--- src/rtl/div.sv ---
// Sequential restoring divider: floor(num/den) and num%den, one quotient bit per clock.
// Latency: WIDTH_N cycles from the accepting edge; done_o pulses in the first ready cycle.
// Backpressure: a start is accepted only while ready_o=1; starts while busy are dropped.
module div #(
    parameter int WIDTH_N = 10,
    parameter int WIDTH_D = 8
) (
    input  logic               clk_i,
    input  logic               rst_ni,
    input  logic               start_i,
    input  logic [WIDTH_N-1:0] num_i,
    input  logic [WIDTH_D-1:0] den_i,
    output logic               ready_o,
    output logic               done_o,
    output logic [WIDTH_N-1:0] quot_o,
    output logic [WIDTH_D-1:0] rem_o,
    output logic               dz_o
);

    localparam int CW = (WIDTH_N > 1) ? $clog2(WIDTH_N) : 1;

    typedef enum logic {
        IDLE = 1'b0,
        ITER = 1'b1
    } state_t;

    state_t               state_q, state_d;
    logic [WIDTH_N-1:0]   q_q, q_d;
    logic [WIDTH_D-1:0]   d_q, d_d;
    logic [WIDTH_D:0]     r_q, r_d;
    logic [CW-1:0]        cnt_q, cnt_d;
    logic                 dz_q, dz_d;
    logic [WIDTH_N-1:0]   quot_q, quot_d;
    logic [WIDTH_D-1:0]   rem_q, rem_d;
    logic                 dzo_q, dzo_d;
    logic                 done_q, done_d;

    logic [WIDTH_D:0]     r_shift;
    logic [WIDTH_D:0]     r_sub;
    logic                 fits;
    logic                 last_iter;

    always_ff @(posedge clk_i or negedge rst_ni) begin
        if (!rst_ni) begin
            state_q <= IDLE;
            q_q     <= '0;
            d_q     <= '0;
            r_q     <= '0;
            cnt_q   <= '0;
            dz_q    <= 1'b0;
            quot_q  <= '0;
            rem_q   <= '0;
            dzo_q   <= 1'b0;
            done_q  <= 1'b0;
        end else begin
            state_q <= state_d;
            q_q     <= q_d;
            d_q     <= d_d;
            r_q     <= r_d;
            cnt_q   <= cnt_d;
            dz_q    <= dz_d;
            quot_q  <= quot_d;
            rem_q   <= rem_d;
            dzo_q   <= dzo_d;
            done_q  <= done_d;
        end
    end

    always_comb begin
        r_shift   = {r_q[WIDTH_D-1:0], q_q[WIDTH_N-1]};
        fits      = (r_shift >= {1'b0, d_q});
        r_sub     = r_shift - {1'b0, d_q};
        last_iter = (state_q == ITER) && (cnt_q == CW'(WIDTH_N - 1));
    end

    always_comb begin
        state_d = state_q;
        case (state_q)
            IDLE:    if (start_i)   state_d = ITER;
            ITER:    if (last_iter) state_d = IDLE;
            default: state_d = IDLE;
        endcase
    end

    always_comb begin
        q_d    = q_q;
        d_d    = d_q;
        r_d    = r_q;
        cnt_d  = cnt_q;
        dz_d   = dz_q;
        quot_d = quot_q;
        rem_d  = rem_q;
        dzo_d  = dzo_q;
        done_d = 1'b0;
        if (state_q == IDLE && start_i) begin
            q_d   = num_i;
            d_d   = den_i;
            r_d   = '0;
            cnt_d = '0;
            dz_d  = (den_i == '0);
        end else if (state_q == ITER) begin
            q_d   = {q_q[WIDTH_N-2:0], fits};
            r_d   = fits ? r_sub : r_shift;
            cnt_d = cnt_q + CW'(1);
            if (last_iter) begin
                // Divide-by-zero keeps the fixed latency but reports a saturated quotient.
                quot_d = dz_q ? {WIDTH_N{1'b1}} : q_d;
                rem_d  = dz_q ? '0 : r_d[WIDTH_D-1:0];
                dzo_d  = dz_q;
                done_d = 1'b1;
            end
        end
    end

    always_comb begin
        ready_o = (state_q == IDLE);
        done_o  = done_q;
        quot_o  = quot_q;
        rem_o   = rem_q;
        dz_o    = dzo_q;
    end

endmodule

--- config.mk ---
export PLATFORM = sky130hd
export DESIGN_NAME = div
export DESIGN_NICKNAME = d
export VERILOG_FILES = /design/src/rtl/div.sv
export SDC_FILE = /design/constraint.sdc
export NUM_CORES = 1
export LEC_CHECK = 0
export ABC_AREA = 1
export BUFFER_PORTS_ARGS = -buffer_cell sky130_fd_sc_hd__buf_2
export CORE_MARGIN = 2
export CORE_UTILIZATION = 61
export DETAILED_ROUTE_END_ITERATION = 8
export PLACE_DENSITY = 0.86
export SYNTH_ARGS = -nofsm -noshare
export SYNTH_HDL_FRONTEND = slang
export SYNTH_SLANG_ARGS = --single-unit
--- constraint.sdc ---
create_clock -name clk_i -period 2.7 [get_ports clk_i]
set_clock_uncertainty 0.15 [all_clocks]
set_input_delay 0.135 -clock clk_i [delete_from_list [all_inputs] [get_ports clk_i]]
set_output_delay 0.135 -clock clk_i [all_outputs]
set_load 0.005 [all_outputs]
# --- Yosys cells after proc, flatten, opt, wreduce, memory -nomap -nowiden ---
# Cells that the tools add are included.
word_totals:
  out_inout_bits: 21
  in_bits: 21
  wordCells: 36
  reg_bits: 52
classes:
  n_lt_le_gt_ge: 1
  bitwise: 2
  n_reduce_logical: 5
  add_sub_neg: 2
  n_mux: 15
  n_eq_ne: 1
ops:
  columns: ["op", "count"]
  rows:
  - ["8-bit two-way mux", 4]
  - ["10-bit two-way mux", 3]
  - ["9-bit by 8-bit >= comparator with 1-bit output", 1]
  - ["8-bit logical NOT", 1]
  - ["4-bit two-way mux", 2]
  - ["8-bit subtractor", 1]
  - ["1-bit two-way mux", 5]
  - ["4-bit by 1-bit adder with 4-bit output, second input constant", 1]
  - ["4-bit == test, second input constant", 1]
  - ["3-bit AND reduction", 1]
  - ["1-bit logical AND", 2]
  - ["1-bit NOT", 2]
  - ["1-bit case mux with 2 select lines", 1]
  - ["2-bit nonzero test", 1]

# --- Depth between registers and ports, before layout ---
logic_depth:
  depth_word: 5
  depth_mapped: 13
  mapped_depth_nobuf: 13

# --- Least setup slack after synthesis ---
# Ideal clock, no wire load.
synth_timing:
  kind: "flip-flop to flip-flop"
  from: "reg q_q[9]"
  to: "reg rem_q[4], in the netlist rem_o[4]"
  period_less_slack_ns: 1.826
  path_buffers: 0
  slack_ns: 0.874
  required_ns: 2.433
  setup_ns: 0.117
  arrival_ns: 1.558
  stages_incl_launch_ff: 10
  path_cell_list: "dfrtp_1 inv_1 ha_1 inv_1 fa_1 a21oi_1 xor2_1 nand2_1 nand3_1 nand2_1"
synth_via:
  elab_chain_cells: 3
  elab_cells_between_ends: 4
  classes_between: "1 x add/sub; 1 x order compare; 2 x mux"
synth_rtl:
  columns: ["element", "line_no", "source"]
  rows:
  - ["start, declared", "28", "logic [WIDTH_N-1:0] q_q, q_d;"]
  - ["start signal, assigned", "57", "q_q <= q_d;"]
  - ["8-bit subtractor or 9-bit by 8-bit >= comparator with 1-bit output (tied branches)", "72, 71", null]
  - ["8-bit two-way mux (*)", "103", "r_d = fits ? r_sub : r_shift;"]
  - ["8-bit two-way mux (*)", "108", "rem_d = dz_q ? '0 : r_d[WIDTH_D-1:0];"]
  - ["end signal, assigned", "63", "rem_q <= rem_d;"]
  - ["end, declared", "34", "logic [WIDTH_D-1:0] rem_q, rem_d;"]
# Every way passes the cells marked *; elsewhere a longest branch is shown, timed or not.
# A chain may end at the register's enable or synchronous reset.

# --- Worst setup path in the final report ---
layout_timing:
  from: "reg state_q"
  to: "reg dz_q"
layout_via:
  elab_chain_cells: 2
layout_rtl:
  columns: ["element", "line_no", "source"]
  rows:
  - ["start, declared", "27", "state_t state_q, state_d;"]
  - ["start signal, assigned", "56", "state_q <= state_d;"]
  - ["1-bit NOT", "95", "if (state_q == IDLE && start_i) begin"]
  - ["1-bit logical AND", "95", null]
  - ["end signal, assigned", "61", "dz_q <= dz_d;"]
  - ["end, declared", "32", "logic dz_q, dz_d;"]
# No other way between the ends.

==> flow_summary.ini <==
[run_status]
status = finished, final reports clean

[synth]
synth.avg_cell_area_um2 = 8.503
synth_area_leaders = dfrtp_1, nand2_1, inv_1
synth-seq-cells = 52
yosysTopAreaCell = dfrtp_1
synth_top_area_share_pct = 47.38
synthDistinctLibCells = 39
netlist_area_mm2 = 0.002746
synthCells = 323
synth_seq_area_share_pct = 47.38
yosysWarnings = 0
syn_nets = 355

[timing]
hold_slack_ns = 0.1239
max_freq_ghz = 0.4098
rsz0062_at_grt = no
slew_violations = 0
worstMarginPinSlew_ns = 0.7897
slew_headroom_pct = 47.16
timing.final.crit_period_ns = 2.440
worst_slack_ns = 0.2601
period_share_pct = 90.37
setup_tns_ns = 0
finalSetupViolations = 0
hold_viol_final = 0

[placed_design]
placed_area_mm2 = 0.002978
dp.final_hpwl_mm = 4.337
pre_cts_ws_ns = 0.6458
place_congestion = 0.8508
io_buffers = 41

[pwr]
switching_power_mw = 2.067
pwr-share-clk_pct = 10.5
pwr-share-comb_pct = 57.0
leakage_nw = 1.664
power_density_mw_per_mm2 = 1339
sw_frac_of_total_pct = 47.21
internal_power_mw = 2.311
p_seq_share_pct = 32.5
vdd_drop_max_v = 0.0008811

[detailed_routing]
vias = 2402
drcViolationCount = 0
dr.pass1.iters = 5
routedWlPerCell_um = 14.25
drt_iter0_drc = 273
viasPerCell = 5.497
wirelength_mm = 6.227
ant_nets = 0

[floorplan]
chipHeight_um = 71.10
coreArea_mm2 = 0.004354
fp.dieW_um = 71.10
rows = 24
io_pins = 42
initial_utilization_pct = 63.07
die_area_mm2 = 0.005055

[worst_setup_path]
required_ns = 2.80
cp-start-kind = register
path_class = reg2reg
crit_fanout = 17
cp-end-kind = register
arrival_ns = 2.54

[clock_tree]
h-tree-depth = 2
cts_buffer_depth = 2
cts_tree = yes
clock_latency_ns = 0.31
clk_pin_slew_worst_paths_ns = 0.09
cts.sinks = 52
root_buffer = clkbuf_8
cts.repair.resized = 0
cts_buffers = 5

[layout]
syn_to_final_growth_pct = 19.00
final_core_util_pct = 75.06
final_cell_area_mm2 = 0.003268
drive_gt1_share_pct = 21.04
final_nets = 416
num_antenna_cells = 0

[grt]
gr-usage-all-layers_pct = 26.88
grt_max_degree = 33
grt_pass1_wl_mm = 10.65
antenna_found_initial = 0
grt-ovfl-total = 0
grt_pass1_vias = 2369

[hold_path]
holdCritPathClass = in2reg

[flow_run]
drv_cap = 0
synthesized netlist by cell type, drive strengths merged:
library cell  count
nor4              1
clkbuf            3
fa                1
nor3              1
o21ai            12
nand2           101
and2              1
ha               10
dfrtp            52
nor2             21
nand3            37
inv              42
clkinv            3
o221ai            7
or2               1
nand3b            1
o31ai             1
a21oi            11
a31oi             1
buf               6
nand4             5
xor2              1
o22ai             1
xnor2             2
o211ai            1
critical path, stage by stage, from the launching register on:
cell,delay (ns)
dfrtp_1,0.62
nor2_2,0.52
inv_1,0.20
o31ai_1,0.30
dlygate4sd3_1,0.58
power groups by stage:
stage               logic, mW  clock network, mW  registers, mW
finish                   2.50              0.460           1.42
floorplan                1.93                  0           1.37
CTS                      2.50              0.462           1.42
detailed placement       2.45                  0           1.43
global placement         2.38                  0           1.42
global route             2.86              0.487           1.46
cells by family (layout without fill, tap and decap cells):
kind of cell	Yosys count	after routing	synth area share [%]
and+or+nand+nor	169	169	30.62
xor gates and xnor gates	3	3	0.9569
adders and majority gates	11	11	5.285
buffers and inverters	54	116	8.201
DFF	52	52	47.38
AOI/OAI and AO/OA	34	34	7.563
layout make-up:
cell class	count	area (um^2)
Fill cell	313	1086
Tap cell	52	65.06
Sequential cell	52	1301
Multi-Input combinational cell	217	1220
Clock buffer	5	68.82
Timing Repair Buffer	63	420.4
Clock inverter	3	21.27
Inverter	45	171.4
timing repair:
action,4_1_cts,5_1_grt
hold endpoints to repair,39,0
setup buffers,0,0
hold buffers,20,0
placed cells by master (no fill, tap or decap), drive strengths merged, types with 2 or more instances in the layout:
cell type    netlist  final
xnor2              2      2
o21ai             12     12
buf                6     43
dfrtp             52     52
clkbuf             3      5
inv               42     43
nand4              5      5
ha                10     10
dlygate4sd3        0     20
nand3             37     37
clkinv             3      4
nor2              21     21
o221ai             7      7
a21oi             11     11
nand2            101    101
path summary, 6_finish.rpt:
kind	slack (ns)	end	cells past startpoint	from
max reg2reg	0.26	dz_q	4	state_q
max in group asynchronous	1.46	d_q[0]	3	rst_ni
min	0.12	state_q	3	start_i
min in group asynchronous	0.15	quot_o[3]	2	rst_ni
min reg2reg	0.33	rem_o[4]	2	rem_o[4]
max	0.26	dz_q	4	state_q
registers in the layout (all words and copies together) (netlist names):
| signal | cells |
|---|---|
| quot_o | 10 |
| rem_o | 8 |
| done_o | 1 |
| cnt_q | 4 |
| dz_q | 1 |
| dz_o | 1 |
| r_q | 8 |
| d_q | 8 |
| q_q | 10 |
| state_q | 1 |
through the flow:
step	std cells	power [mW]
6_report	437	4.378
5_1_grt	437	4.806
4_1_cts	437	4.378
3_5_place_dp	409	3.888
3_3_place_gp	409	3.796
2_1_floorplan	323	3.299
per-layer routing:
layer,global-route usage (%),vias up,wire [um]
met5,0,-,0
met4,11.95,0,150
met3,5.413,17,230
met2,44.65,62,3126
met1,34.18,1163,2720
li1,-,1160,-
(Power assumes the default switching activity.)
